===== src/rtl/snake_pkg.sv =====
// Shared definitions for the snake game front end.
//   KEY_*            : keypad codes (row_idx*4 + col_idx) used by the game logic
//   debounce_state_t : state encoding for the keypad debounce FSM
package snake_pkg;

  localparam logic [3:0] KEY_LEFT  = 4'd2;
  localparam logic [3:0] KEY_DOWN  = 4'd3;
  localparam logic [3:0] KEY_RIGHT = 4'd4;
  localparam logic [3:0] KEY_UP    = 4'd7;

  typedef enum logic [1:0] {
    IDLE,
    PCAND,
    HELD,
    RCAND
  } debounce_state_t;

endpackage


===== src/rtl/keypad_debounce_fsm.sv =====
// Frame-level debounce FSM for the keypad scanner.
//   clk, rst       : clock, asynchronous active-low reset
//   eval           : one-cycle strobe, a complete scan frame result is present
//   frame_valid    : the frame found a key
//   frame_code     : priority key code of the frame (meaningful when frame_valid)
//   code           : accepted key code, held after release
//   key_valid      : high while the accepted key is held
//   key_press      : one-cycle strobe on accepted press
//   key_release    : one-cycle strobe on accepted release
module keypad_debounce_fsm
  import snake_pkg::*;
#(
  parameter int unsigned DEBOUNCE_FRAMES = 4
) (
  input  logic       clk,
  input  logic       rst,
  input  logic       eval,
  input  logic       frame_valid,
  input  logic [3:0] frame_code,
  output logic [3:0] code,
  output logic       key_valid,
  output logic       key_press,
  output logic       key_release
);

  localparam logic [3:0] FRAMES = 4'(DEBOUNCE_FRAMES);

  debounce_state_t state, state_n;
  logic [3:0] cand, cand_n;
  logic [3:0] cnt, cnt_n;
  logic [3:0] cnt_inc;
  logic [3:0] code_n;
  logic       valid_n, press_n, release_n;

  always_ff @(posedge clk or negedge rst) begin
    if (!rst) begin
      state       <= IDLE;
      cand        <= '0;
      cnt         <= '0;
      code        <= '0;
      key_valid   <= 1'b0;
      key_press   <= 1'b0;
      key_release <= 1'b0;
    end else begin
      state       <= state_n;
      cand        <= cand_n;
      cnt         <= cnt_n;
      code        <= code_n;
      key_valid   <= valid_n;
      key_press   <= press_n;
      key_release <= release_n;
    end
  end

  // cnt never exceeds FRAMES-1 while a candidate is pending, so the
  // increment cannot overflow; reaching FRAMES always leaves the state.
  assign cnt_inc = cnt + 4'd1;

  always_comb begin
    state_n   = state;
    cand_n    = cand;
    cnt_n     = cnt;
    code_n    = code;
    valid_n   = key_valid;
    press_n   = 1'b0;
    release_n = 1'b0;

    if (eval) begin
      unique case (state)
        IDLE: begin
          if (frame_valid) begin
            // With a single-frame requirement the entering frame already accepts.
            if (FRAMES == 4'd1) begin
              state_n = HELD;
              code_n  = frame_code;
              valid_n = 1'b1;
              press_n = 1'b1;
              cnt_n   = '0;
            end else begin
              state_n = PCAND;
              cand_n  = frame_code;
              cnt_n   = 4'd1;
            end
          end
        end

        PCAND: begin
          if (!frame_valid) begin
            state_n = IDLE;
            cnt_n   = '0;
          end else if (frame_code == cand) begin
            if (cnt_inc == FRAMES) begin
              state_n = HELD;
              code_n  = cand;
              valid_n = 1'b1;
              press_n = 1'b1;
              cnt_n   = '0;
            end else begin
              cnt_n = cnt_inc;
            end
          end else begin
            cand_n = frame_code;
            cnt_n  = 4'd1;
          end
        end

        HELD: begin
          if (!(frame_valid && frame_code == code)) begin
            if (FRAMES == 4'd1) begin
              state_n   = IDLE;
              valid_n   = 1'b0;
              release_n = 1'b1;
              cnt_n     = '0;
            end else begin
              state_n = RCAND;
              cnt_n   = 4'd1;
            end
          end
        end

        RCAND: begin
          if (frame_valid && frame_code == code) begin
            state_n = HELD;
            cnt_n   = '0;
          end else if (cnt_inc == FRAMES) begin
            state_n   = IDLE;
            valid_n   = 1'b0;
            release_n = 1'b1;
            cnt_n     = '0;
          end else begin
            cnt_n = cnt_inc;
          end
        end

        default: begin
          state_n = IDLE;
          cnt_n   = '0;
        end
      endcase
    end
  end

endmodule


===== src/rtl/keypad_scan_debounce.sv =====
// 4x4 matrix keypad scanner with frame-based debounce.
//   clk, rst    : clock, asynchronous active-low reset
//   row         : keypad rows, active-low (pulled up externally)
//   col         : column drive, active-low one-hot
//   code        : accepted key code (row_idx*4 + col_idx), held after release
//   key_valid   : high while the accepted key is held
//   key_press   : one-cycle strobe on accepted press
//   key_release : one-cycle strobe on accepted release
//   scan_tick   : one-cycle strobe coinciding with every column change
module keypad_scan_debounce
  import snake_pkg::*;
#(
  parameter int unsigned SCAN_DIV        = 25000,
  parameter int unsigned DEBOUNCE_FRAMES = 4
) (
  input  logic       clk,
  input  logic       rst,
  input  logic [3:0] row,
  output logic [3:0] col,
  output logic [3:0] code,
  output logic       key_valid,
  output logic       key_press,
  output logic       key_release,
  output logic       scan_tick
);

  localparam int unsigned DW = $clog2(SCAN_DIV);

  logic [3:0]    row_s1, row_s2;
  logic [DW-1:0] dwell;
  logic [1:0]    col_idx;
  logic          last_dwell;

  logic          found;
  logic [3:0]    found_code;
  logic          sample_hit;
  logic [1:0]    sample_row;

  logic          eval;
  logic          frame_valid;
  logic [3:0]    frame_code;

  // Rows idle high, so the synchroniser resets to all-ones.
  always_ff @(posedge clk or negedge rst) begin
    if (!rst) begin
      row_s1 <= '1;
      row_s2 <= '1;
    end else begin
      row_s1 <= row;
      row_s2 <= row_s1;
    end
  end

  assign last_dwell = (dwell == DW'(SCAN_DIV - 1));

  always_ff @(posedge clk or negedge rst) begin
    if (!rst) begin
      dwell     <= '0;
      col_idx   <= '0;
      col       <= 4'b1110;
      scan_tick <= 1'b0;
    end else begin
      scan_tick <= last_dwell;
      if (last_dwell) begin
        dwell   <= '0;
        col_idx <= col_idx + 2'd1;
        col     <= ~(4'b0001 << (col_idx + 2'd1));
      end else begin
        dwell <= dwell + DW'(1);
      end
    end
  end

  // Lowest low row of the current column.
  always_comb begin
    sample_hit = 1'b0;
    sample_row = '0;
    for (int unsigned r = 0; r < 4; r++) begin
      if (!sample_hit && !row_s2[r]) begin
        sample_hit = 1'b1;
        sample_row = 2'(r);
      end
    end
  end

  // The last column of a frame is folded in combinationally so the FSM
  // sees the complete frame on the same cycle it is sampled.
  assign eval        = last_dwell && (col_idx == 2'd3);
  assign frame_valid = found || sample_hit;
  assign frame_code  = found ? found_code : {sample_row, col_idx};

  always_ff @(posedge clk or negedge rst) begin
    if (!rst) begin
      found      <= 1'b0;
      found_code <= '0;
    end else if (last_dwell) begin
      if (eval) begin
        found      <= 1'b0;
        found_code <= '0;
      end else if (!found && sample_hit) begin
        found      <= 1'b1;
        found_code <= {sample_row, col_idx};
      end
    end
  end

  keypad_debounce_fsm #(
    .DEBOUNCE_FRAMES(DEBOUNCE_FRAMES)
  ) u_fsm (
    .clk         (clk),
    .rst         (rst),
    .eval        (eval),
    .frame_valid (frame_valid),
    .frame_code  (frame_code),
    .code        (code),
    .key_valid   (key_valid),
    .key_press   (key_press),
    .key_release (key_release)
  );

endmodule


===== config.mk =====
export PLATFORM = sky130hd
export DESIGN_NAME = keypad_scan_debounce
export DESIGN_NICKNAME = d
export VERILOG_FILES = /design/src/rtl/snake_pkg.sv /design/src/rtl/keypad_debounce_fsm.sv /design/src/rtl/keypad_scan_debounce.sv
export SDC_FILE = /design/constraint.sdc
export NUM_CORES = 1
export LEC_CHECK = 0
export BUFFER_PORTS_ARGS = -buffer_cell sky130_fd_sc_hd__buf_2
export CAP_MARGIN = 20
export CORE_AREA = 2 2 144 76
export DETAILED_ROUTE_END_ITERATION = 6
export DIE_AREA = 0 0 146 78
export PLACE_DENSITY = 0.49
export SLEW_MARGIN = 20
export SYNTH_ARGS = -nofsm -noshare
export SYNTH_HDL_FRONTEND = slang
export SYNTH_SLANG_ARGS = --single-unit

===== constraint.sdc =====
create_clock -name clk -period 2 [get_ports clk]
set_input_delay 0.4 -clock clk [delete_from_list [all_inputs] [get_ports clk]]
set_output_delay 0.4 -clock clk [all_outputs]
set_load 0.03 [all_outputs]

==> flow_summary_export.csv, run 1 <==
group,metric,value,unit
sta,finalWorstPathRequiredPeriod,2.004,ns
floorplan,ios,18,
yosys,ys.flop_type,"dfrtp_1",
cts,htreeDepth,2,
power_and_ir_drop,p_sw,0.0004259,W
setup_path,cp_top_family,"compound AO/OA/AOI/OAI gates",
cts,clockBufferDepth,2,
final_layout,fill_cells,1024,
yosys,yosysMostFrequentCell,"dfrtp_1",
final_layout,fin_cells,412,
yosys,synth_fp_nets,233,
yosys,synth_cell_type_count,53,
global_routing,grt_max_degree,32,
drt,dr.pass1.iters,4,
cts,clkSlewWorstSetupHoldPaths,0.07,ns
global_routing,grt_pass1_vias,1810,
yosys,ys_seq_area_share,53.03,%
drt,ant_nets,0,
global_routing,grt_pass1_wl,8.197,mm
sta,fin_hold_ws,0.07529,ns
floorplan,core_area,10020,µm²
yosys,ys_ff_latch,52,
setup_path,cp-start-kind,"register",
global_routing,track_usage,8.924,%
yosys,synth_commonest_cells,"41 x dfrtp_1, 21 x nand2_1, 15 x nor2_1",
sta,slew_headroom,66.11,%
yosys,synth.avg_cell_area,11.27,µm²
placement,place_area,2909,µm²
cts,cts-root-buf,"clkbuf_16",
power_and_ir_drop,combPwrFrac,3.8,%
final_layout,area_growth,31.63,%
yosys,syn_area,2480,µm²
setup_path,cpPeakStageDelay,0.46,ns
placement,routabilityCongestion,0.7722,
power_and_ir_drop,powerDensity,669.2,nW/µm²
setup_path,critPathMaxFanout,7,
drt,avgRoutedWirePerCell,11.94,µm
yosys,synth-edff-count,0,
placement,portBuffers,17,
sta,fmax,499.0,MHz
final_layout,diodes,0,
yosys,ys_async_sr_fraction,100.0,%
setup_path,cp_slowest_cell,"dfrtp_2",
drt,via_per_inst,4.143,
run_status,violations,"setup timing",
floorplan,die_x,146,µm
yosys,synth_top_area_share,41.37,%
cts,cts_tree,"yes",
final_layout,final_nets,284,
run_status,outcome,"finished with violations",
yosys,yosys.area.top_type,"dfrtp_1",
sta,tightestPinTransition,0.5084,ns
cts,cts_buffers,5,
sta,rsz0062_at_grt,"true",
setup_path,crit_type,"register to register",
placement,place_inst,397,
floorplan,die_y,78,µm
sta,finClkSkew,0.006434,ns
yosys,ys_warn_count,0,
drt,via_count,1707,
cts,worstSkewPairLatency,0.29,ns
setup_path,critical_path_arrival,2.18,ns
cts,clock-sinks,52,
power_and_ir_drop,ir_drop,0.0003270,V
power_and_ir_drop,internal-power,0.001759,W
sta,worst_slack,-0.003859,ns
sta,hold_violations,0,
power_and_ir_drop,pwr-share-clk,47.0,%
global_routing,grt.overflow.total,0,
yosys,synth_area_leaders,"dfrtp_1 41%, dfstp_2 12%, xnor2_1 4.6%",
floorplan,rows,26,
sta,min_period_over_period,100.2,%
drt,drc_errors,0,
power_and_ir_drop,cellLeakagePower,1.497,nW
setup_path,required,2.18,ns
final_layout,fin_area,3264,µm²
sta,slew_viol_final,0,
yosys,syn-instance-count,220,
setup_path,path_cells,"mux2i_4 -> xnor2_2 -> a2111oi_4 -> buf_4 -> a21oi_2 -> or2_1 -> a32o_1",
setup_path,critPathBufInv,1,
floorplan,dieArea,11390,µm²
final_layout,layout-drive-gt1-share,36.03,%
power_and_ir_drop,sequentialPowerShare,49.1,%
placement,dpl.hpwl,3.626,mm
setup_path,endpoint_kind,"register",
worst_hold_path,hold_path.class,"primary input to asynchronous set/reset pin",
global_routing,antenna_found_initial,0,
drt,first_iter_violations,68,
sta,finalSetupViolations,1,
floorplan,start_util,24.75,%
drt,totalWireLength,4.921,mm
run,cap_violations,0,
power_and_ir_drop,sw_frac_of_total,19.50,%
power by group through the flow:
stage | logic, W | clock network (W) | registers, W
global placement | 0.0000724 | 0 | 0.00109
CTS | 0.0000758 | 0.00106 | 0.00107
global route | 0.0000936 | 0.00111 | 0.00107
finish | 0.0000838 | 0.00103 | 0.00107
detailed placement | 0.0000736 | 0 | 0.00109
floorplan | 0.0000319 | 0 | 0.00109
flip-flops by register name, summed over array words and instances, names as in the netlist, 2 cells and up:
name         count
dwell           15
col              4
row_s1           4
u_fsm.state      2
row_s2           4
u_fsm.cand       4
found_code       4
col_idx          2
u_fsm.code       4
u_fsm.cnt        4
path summary, 6_finish.rpt:
check / end / slack, ns / from / depth (start not counted)
min reg2reg: row_s2[3]$_DFF_PN1_ / 0.35 / row_s1[3]$_DFF_PN1_ / 0
max reg2reg: u_fsm.cnt[1]$_DFFE_PN0P_ / -0.004 / found$_DFFE_PN0P_ / 7
max in group asynchronous: col[3]$_DFFE_PN1P_ / 1.31 / rst / 2
min: dwell[14]$_DFF_PN0_ / 0.08 / rst / 1
max: u_fsm.cnt[1]$_DFFE_PN0P_ / -0.004 / found$_DFFE_PN0P_ / 7
min in group clk: row_s1[3]$_DFF_PN1_ / 0.21 / row[3] / 1
layout make-up:
class / count / area, µm² / share of cell area [%]
clock buffer: 7 / 152.6 / 4.676
clock inverter: 1 / 30.03 / 0.9199
inverter: 13 / 48.80 / 1.495
multi-input combinational: 151 / 1195 / 36.60
sequential: 52 / 1318 / 40.36
tap: 140 / 175.2 / 5.366
timing repair buffer: 48 / 345.3 / 10.58
cell families after synthesis:
logic type | Yosys count | share of synthesized area (%)
AO/OA/AOI/OAI | 40 | 12.67
multiplexers | 11 | 5.348
flip-flops | 52 | 53.03
AND/OR/NAND/NOR | 73 | 15.44
adder cells (fa/ha/maj) | 7 | 3.532
XOR/XNOR | 20 | 7.064
buffers and inverters | 17 | 2.926
timing repair:
item / in CTS / in global routing
setup endpoints to repair: 8 / 13
pin swaps: 2 / 9
buffers inserted: 1 / 6
resized for setup: 2 / 20
hold buffers: 0 / 0
per-stage QoR:
stage	power [W]	TNS, ns	utilization, %	worst slack [ns]
2_1_floorplan	0.001122	0	-	0.02231
3_3_place_gp	0.001163	-0.06555	29.03	-0.03297
3_5_place_dp	0.001165	-0.2254	29.03	-0.07018
4_1_cts	0.002203	-0.009273	31.01	-0.005113
5_1_grt	0.002277	-0.3368	32.58	-0.08759
6_report	0.002185	-0.003859	32.58	-0.003859
per-layer routing:
metal  GRT usage (%)  part of all wire [%]  vias to the layer above  wire (µm)
met5               0                     0                        -          0
met4           3.301                   1.5                        0         73
met3           1.941                   2.0                        7         96
met2           15.57                    50                       14       2451
met1           10.94                    47                      831       2300
li1                -                     -                      855          -
cell usage in the layout, fill, tap and decap left out, types with 3 or more instances in the layout:
master	instances
dfrtp_1	39
nor2b_1	4
clkbuf_16	5
xnor2_1	9
xor2_1	7
ha_1	7
nand4_1	3
xnor2_2	4
buf_2	17
and2_1	3
buf_4	26
nand2_1	21
a31oi_4	3
mux2_2	3
o21ai_0	10
mux2i_1	4
a21oi_1	8
nand3_1	7
inv_1	12
nor2_1	14
dfstp_2	11
buf_6	4
and3_1	3
(Power assumes the default switching activity.)
==> run 2, diff against run 1 <==
Settings changed: ABC_AREA set to 1, CORE_AREA 2 2 144 76 to 2 2 102 55, DIE_AREA 0 0 146 78 to 0 0 104 57, PLACE_DENSITY 0.49 to 0.81.
==> run 2 against run 1 <==
  * The run now ends clean
  * Via count is 19% higher
  * Die area is 48% lower
  * Synthesized area is 5.7% higher
  * Highest routed layer unchanged
  * Final cell count is 0.97% lower
  * Hold slack worse by 0.00061 ns
==> flow_summary_export.csv, run 2 <==
group,metric,value,unit
cts,clockBufferDepth,2,
sta,finClkSkew,0.006930,ns
cts,cts-root-buf,"clkbuf_8",
drt,avgRoutedWirePerCell,12.50,µm
final_layout,multi_input_comb_area,1137,µm²
power_and_ir_drop,cellLeakagePower,1.534,nW
global_routing,grt_pass1_vias,1830,
floorplan,die_x,104,µm
cts,cts.hold.buffers_added,0,
yosys,ys_warn_count,0,
sta,hold_violations,0,
drt,via_count,2032,
global_routing,grt_max_degree,53,
setup_path,endpoint_kind,"register",
final_layout,largest_reg_flops,15,
final_layout,layout-drive-gt1-share,19.10,%
power_and_ir_drop,ir_drop,0.0003021,V
drt,totalWireLength,5.101,mm
yosys,synth_top_area_share,39.14,%
sta,slew_headroom,72.48,%
global_routing,grt_pass1_wl,8.459,mm
run,cap_violations,0,
global_routing,grt.overflow.total,0,
drt,ant_nets,0,
sta,fmax,550.7,MHz
worst_hold_path,hold_path.class,"primary input to asynchronous set/reset pin",
sta,slew_viol_final,0,
drt,dr.pass1.iters,6,
sta,finalSetupViolations,0,
yosys,ys_ff_latch,52,
setup_path,cp-start-kind,"register",
cts,htreeDepth,2,
cts,cts_tree,"yes",
drt,drc_errors,0,
floorplan,core_area,5135,µm²
floorplan,rows,19,
sta,finalWorstPathRequiredPeriod,1.816,ns
yosys,synth.avg_cell_area,8.538,µm²
yosys,synth_area_leaders,"dfrtp_1 39%, nand2_1 11%, dfstp_2 11%",
drt,first_iter_violations,158,
final_layout,largest-register,"dwell",
yosys,synth-edff-count,0,
yosys,yosysMostFrequentCell,"nand2_1",
power_and_ir_drop,powerDensity,592.1,nW/µm²
final_layout,area_growth,12.17,%
final_layout,fill_cells,464,
yosys,synth_cell_type_count,31,
cts,clock-sinks,52,
placement,routabilityCongestion,0.9286,
cts,clkSlewWorstSetupHoldPaths,0.09,ns
sta,fin_hold_ws,0.07468,ns
floorplan,start_util,51.05,%
final_layout,mostFrequentLayoutCells,"78 x nand2_1, 45 x inv_1, 40 x dfrtp_1",
drt,via_per_inst,4.980,
final_layout,layout_commonest_cell,"nand2_1",
setup_path,critPathMaxFanout,7,
run_status,outcome,"completed",
yosys,ys_async_sr_fraction,100.0,%
sta,min_period_over_period,90.80,%
placement,portBuffers,17,
global_routing,antenna_found_initial,0,
final_layout,final_nets,347,
floorplan,ios,18,
final_layout,diodes,0,
floorplan,dieArea,5928,µm²
setup_path,crit_type,"register to register",
yosys,syn_area,2621,µm²
floorplan,die_y,57,µm
setup_path,required,2.18,ns
cts,worstSkewPairLatency,0.30,ns
yosys,syn-instance-count,307,
cts,cts_buffers,5,
final_layout,register_area,1316,µm²
global_routing,track_usage,18.23,%
setup_path,critical_path_arrival,2.00,ns
yosys,yosys.area.top_type,"dfrtp_1",
yosys,ys_seq_area_share,50.17,%
yosys,synth_fp_nets,320,
yosys,ys.flop_type,"dfrtp_1",
sta,tightestPinTransition,0.4112,ns
sta,setup_tns,0,ns
yosys,synth_commonest_cells,"78 x nand2_1, 45 x inv_1, 41 x dfrtp_1",
placement,dpl.hpwl,3.860,mm
-- run 2: worst max-delay path, stage by stage (launching register included) --
cell,delay (ns)
dfrtp_2,0.47
inv_2,0.13
nand2_2,0.07
nand2_1,0.10
nand2_1,0.06
nand2_1,0.09
nand3_1,0.10
nor2_2,0.13
nand2_1,0.13
nand2_1,0.16
nand2_2,0.09
nand2_2,0.09
o21ai_2,0.07
-- run 2: what timing repair did --
action	in CTS	in global routing
setup buffers	0	1
setup endpoints to repair	0	5
resized for setup	0	4
-- run 2: cell type report --
cell class / instances / share of cell area (%)
well taps: 73 / 3.106
clock buffers: 8 / 3.064
multi-input cells: 207 / 38.68
repair buffers: 20 / 4.085
flip-flops and latches: 52 / 44.77
inverters: 48 / 6.298
-- run 2: worst paths after layout --
| check | start | to | slack (ns) | depth (start not counted) |
|---|---|---|---|---|
| min in group clk | row[1] | row_s1[1]$_DFF_PN1_ | 0.19 | 1 |
| setup / recovery | found$_DFFE_PN0P_ | u_fsm.cnt[3]$_DFFE_PN0P_ | 0.18 | 12 |
| hold / removal | rst | dwell[13]$_DFF_PN0_ | 0.07 | 2 |
| max in group asynchronous | rst | col[2]$_DFFE_PN1P_ | 1.65 | 2 |
| setup reg to reg | found$_DFFE_PN0P_ | u_fsm.cnt[3]$_DFFE_PN0P_ | 0.18 | 12 |
| hold reg to reg | row_s1[2]$_DFF_PN1_ | row_s2[2]$_DFF_PN1_ | 0.36 | 0 |
-- run 2: where the power goes --
group	switching (W)	internal, W
sequential	0.00000364	0.00107
combinational	0.0000457	0.0000180
clock	0.000325	0.000283
-- run 2: metal layers --
| metal | GRT usage [%] | part of all wire, % |
|---|---|---|
| met5 | 0 | 0 |
| met4 | 7.336 | 1.4 |
| met3 | 6.286 | 6.8 |
| met2 | 23.40 | 38 |
| met1 | 27.84 | 54 |
-- run 2: metrics by stage --
stage	setup slack (ns)	utilization [%]	total power [W]	std cells	area, µm²
5_1_grt	-0.004385	57.26	0.001815	408	2940
3_5_place_dp	0.1109	55.02	0.001154	399	2825
6_report	0.1840	57.26	0.001741	408	2940
3_3_place_gp	0.1754	55.02	0.001153	399	2825
2_1_floorplan	0.4217	-	0.001118	307	2621
4_1_cts	0.07781	56.77	0.001757	407	2915
-- run 2: kinds of logic (layout without fill, tap and decap cells) --
family                   count (synthesis)  count (layout)  share of synthesized area [%]
AO/OA/AOI/OAI                           33              33                          7.543
adder cells (fa/ha/maj)                  7               7                          3.341
XOR/XNOR                                10              10                          3.342
buffers and inverters                   48              76                          7.065
AND/OR/NAND/NOR                        157             157                          28.54
flip-flops                              52              52                          50.17
==> run 3, diff against run 2 <==
Settings changed: CORE_AREA 2 2 102 55 to 2 2 76 71, DIE_AREA 0 0 104 57 to 0 0 78 73, PLACE_DENSITY 0.81 to 0.8.
Clock period 2 ns to 2.25 ns, I/O delays scaled along.
==> run 3 against run 2 <==
  * Critical endpoint is now found_code[1]$_DFFE_PN0P_
  * Final area decreased by 1.5%
  * Final cell count decreased by 2.0%
  * Highest routed layer unchanged
  * Die area decreased by 3.9%
  * Sequential power decreased by 11%
  * Register-to-register slack improved by 0.28 ns
  * Clock-buffer cell count decreased by 2
  * Core utilization increased by 0.59 points
==> flow_summary_export.csv, run 3 (synthesis results as in run 2) <==
group,metric,value,unit
run_status,outcome,"completed",
sta,finalSetupViolations,0,
drt,ant_nets,0,
floorplan,die_y,73,µm
drt,drc_errors,0,
cts,cts_setup_buffers,0,
cts,htreeDepth,2,
run,cap_violations,0,
floorplan,core_area,5005,µm²
placement,portBuffers,17,
final_layout,area_growth,10.45,%
cts,cts-resized-gates,0,
sta,slew_viol_final,0,
placement,routabilityCongestion,0.8909,
sta,hold_violations,0,
drt,via_count,2033,
cts,clockBufferDepth,2,
final_layout,fin_area,2895,µm²
setup_path,endpoint_kind,"register",
sta,fmax,560.6,MHz
power_and_ir_drop,internal-power,0.001210,W
cts,clock-sinks,52,
sta,setup_tns,0,ns
cts,cts_tree,"yes",
drt,avgRoutedWirePerCell,11.35,µm
cts,worstSkewPairLatency,0.30,ns
final_layout,largest-register,"dwell",
setup_path,critPathMaxFanout,9,
power_and_ir_drop,cellLeakagePower,1.504,nW
power_and_ir_drop,p_sw,0.0003367,W
cts,clkSlewWorstSetupHoldPaths,0.10,ns
setup_path,crit_type,"register to register",
setup_path,required,2.44,ns
power_and_ir_drop,sequentialPowerShare,61.5,%
power_and_ir_drop,powerDensity,534.1,nW/µm²
drt,first_iter_violations,127,
power_and_ir_drop,sw_frac_of_total,21.77,%
drt,totalWireLength,4.541,mm
sta,tightestPinTransition,0.6273,ns
cts,cts_buffers,5,
floorplan,rows,25,
final_layout,utilization,57.85,%
placement,place_inst,392,
final_layout,fin_cells,400,
power_and_ir_drop,ir_drop,0.0003219,V
floorplan,start_util,52.38,%
sta,rsz0062_at_grt,"false",
global_routing,grt_pass1_wl,8.004,mm
floorplan,ios,18,
placement,dpl.hpwl,3.381,mm
final_layout,largest_reg_flops,15,
drt,dr.pass1.iters,4,
final_layout,layout_commonest_cell,"nand2_1",
global_routing,grt.overflow.total,0,
floorplan,die_x,78,µm
floorplan,dieArea,5694,µm²
cts,cts-root-buf,"clkbuf_8",
setup_path,cp-start-kind,"register",
setup_path,critical_path_arrival,1.97,ns
global_routing,grt_pass1_vias,1818,
final_layout,mostFrequentLayoutCells,"78 x nand2_1, 45 x inv_1, 41 x dfrtp_1",
final_layout,final_nets,345,
worst_hold_path,hold_path.class,"primary input to asynchronous set/reset pin",
sta,slew_headroom,58.18,%
global_routing,grt_max_degree,53,
global_routing,antenna_found_initial,0,
sta,fin_hold_ws,0.2414,ns
power_and_ir_drop,combPwrFrac,3.4,%
final_layout,diodes,0,
placement,place_area,2798,µm²
final_layout,layout-drive-gt1-share,18.62,%
drt,via_per_inst,5.083,
sta,finalWorstPathRequiredPeriod,1.784,ns
sta,finClkSkew,0.01211,ns
sta,min_period_over_period,79.29,%
global_routing,track_usage,17.62,%
cts,cts.hold.buffers_added,0,
power_and_ir_drop,pwr-share-clk,35.1,%
## run 3: cell types whose count changed in the layout (fill, tap and decap cells not counted), sizes merged
cell / previous run / this run
clkinvlp: 0 / 2
buf: 20 / 18
clkbuf: 8 / 6
## run 3: worst max-delay path, cell delays in order, from the launching register on
cell and delay [ns]:
dfrtp_1 0.38, ha_1 0.23, nand4_1 0.10, nor4_1 0.30
nand2_1 0.22, nor2_4 0.21, o21ai_0 0.11, o21ai_0 0.08
inv_1 0.05
## run 3: area by class of cell
type / count / area (µm²)
inverters: 48 / 185.2
clock inverters: 2 / 15.01
flip-flops and latches: 52 / 1315
fillers: 462 / 2110
well taps: 67 / 83.83
repair buffers: 18 / 92.59
multi-input cells: 207 / 1121
clock buffers: 6 / 82.58
## run 3: power by group through the flow
stage | Combinational [W] | Clock [W] | Sequential [W]
2_1_floorplan | 0.0000262 | 0 | 0.000967
3_3_place_gp | 0.0000532 | 0 | 0.000968
3_5_place_dp | 0.0000547 | 0 | 0.000968
4_1_cts | 0.0000549 | 0.000566 | 0.000951
5_1_grt | 0.0000626 | 0.000602 | 0.000952
6_report | 0.0000532 | 0.000543 | 0.000951
## run 3: final timing paths
path	from	to	slack, ns	depth (start not counted)
min in group clk	row[0]	row_s1[0]$_DFF_PN1_	0.24	1
worst max register to register	dwell[0]$_DFF_PN0_	found_code[1]$_DFFE_PN0P_	0.47	8
worst min-delay path	rst	u_fsm.key_press$_DFF_PN0_	0.24	2
worst max-delay path	dwell[0]$_DFF_PN0_	found_code[1]$_DFFE_PN0P_	0.47	8
max in group asynchronous	rst	found_code[2]$_DFFE_PN0P_	1.58	2
worst min register to register	row_s1[3]$_DFF_PN1_	row_s2[3]$_DFF_PN1_	0.36	0
## run 3: layer usage
metal / wire [µm] / GRT usage, % / vias up / share of wire [%]
met5: 0 / 0 / - / 0
met4: 51 / 4.873 / 0 / 1.1
met3: 194 / 3.960 / 7 / 4.3
met2: 2002 / 27.97 / 43 / 44
met1: 2293 / 24.66 / 962 / 50
li1: - / - / 1021 / -
## run 3: per-stage QoR
step	power (W)	worst slack [ns]
finish	0.001546	0.4660
global route	0.001616	0.2271
CTS	0.001571	0.4674
detailed placement	0.001023	0.4800
global placement	0.001021	0.5202
floorplan	0.0009936	0.6717
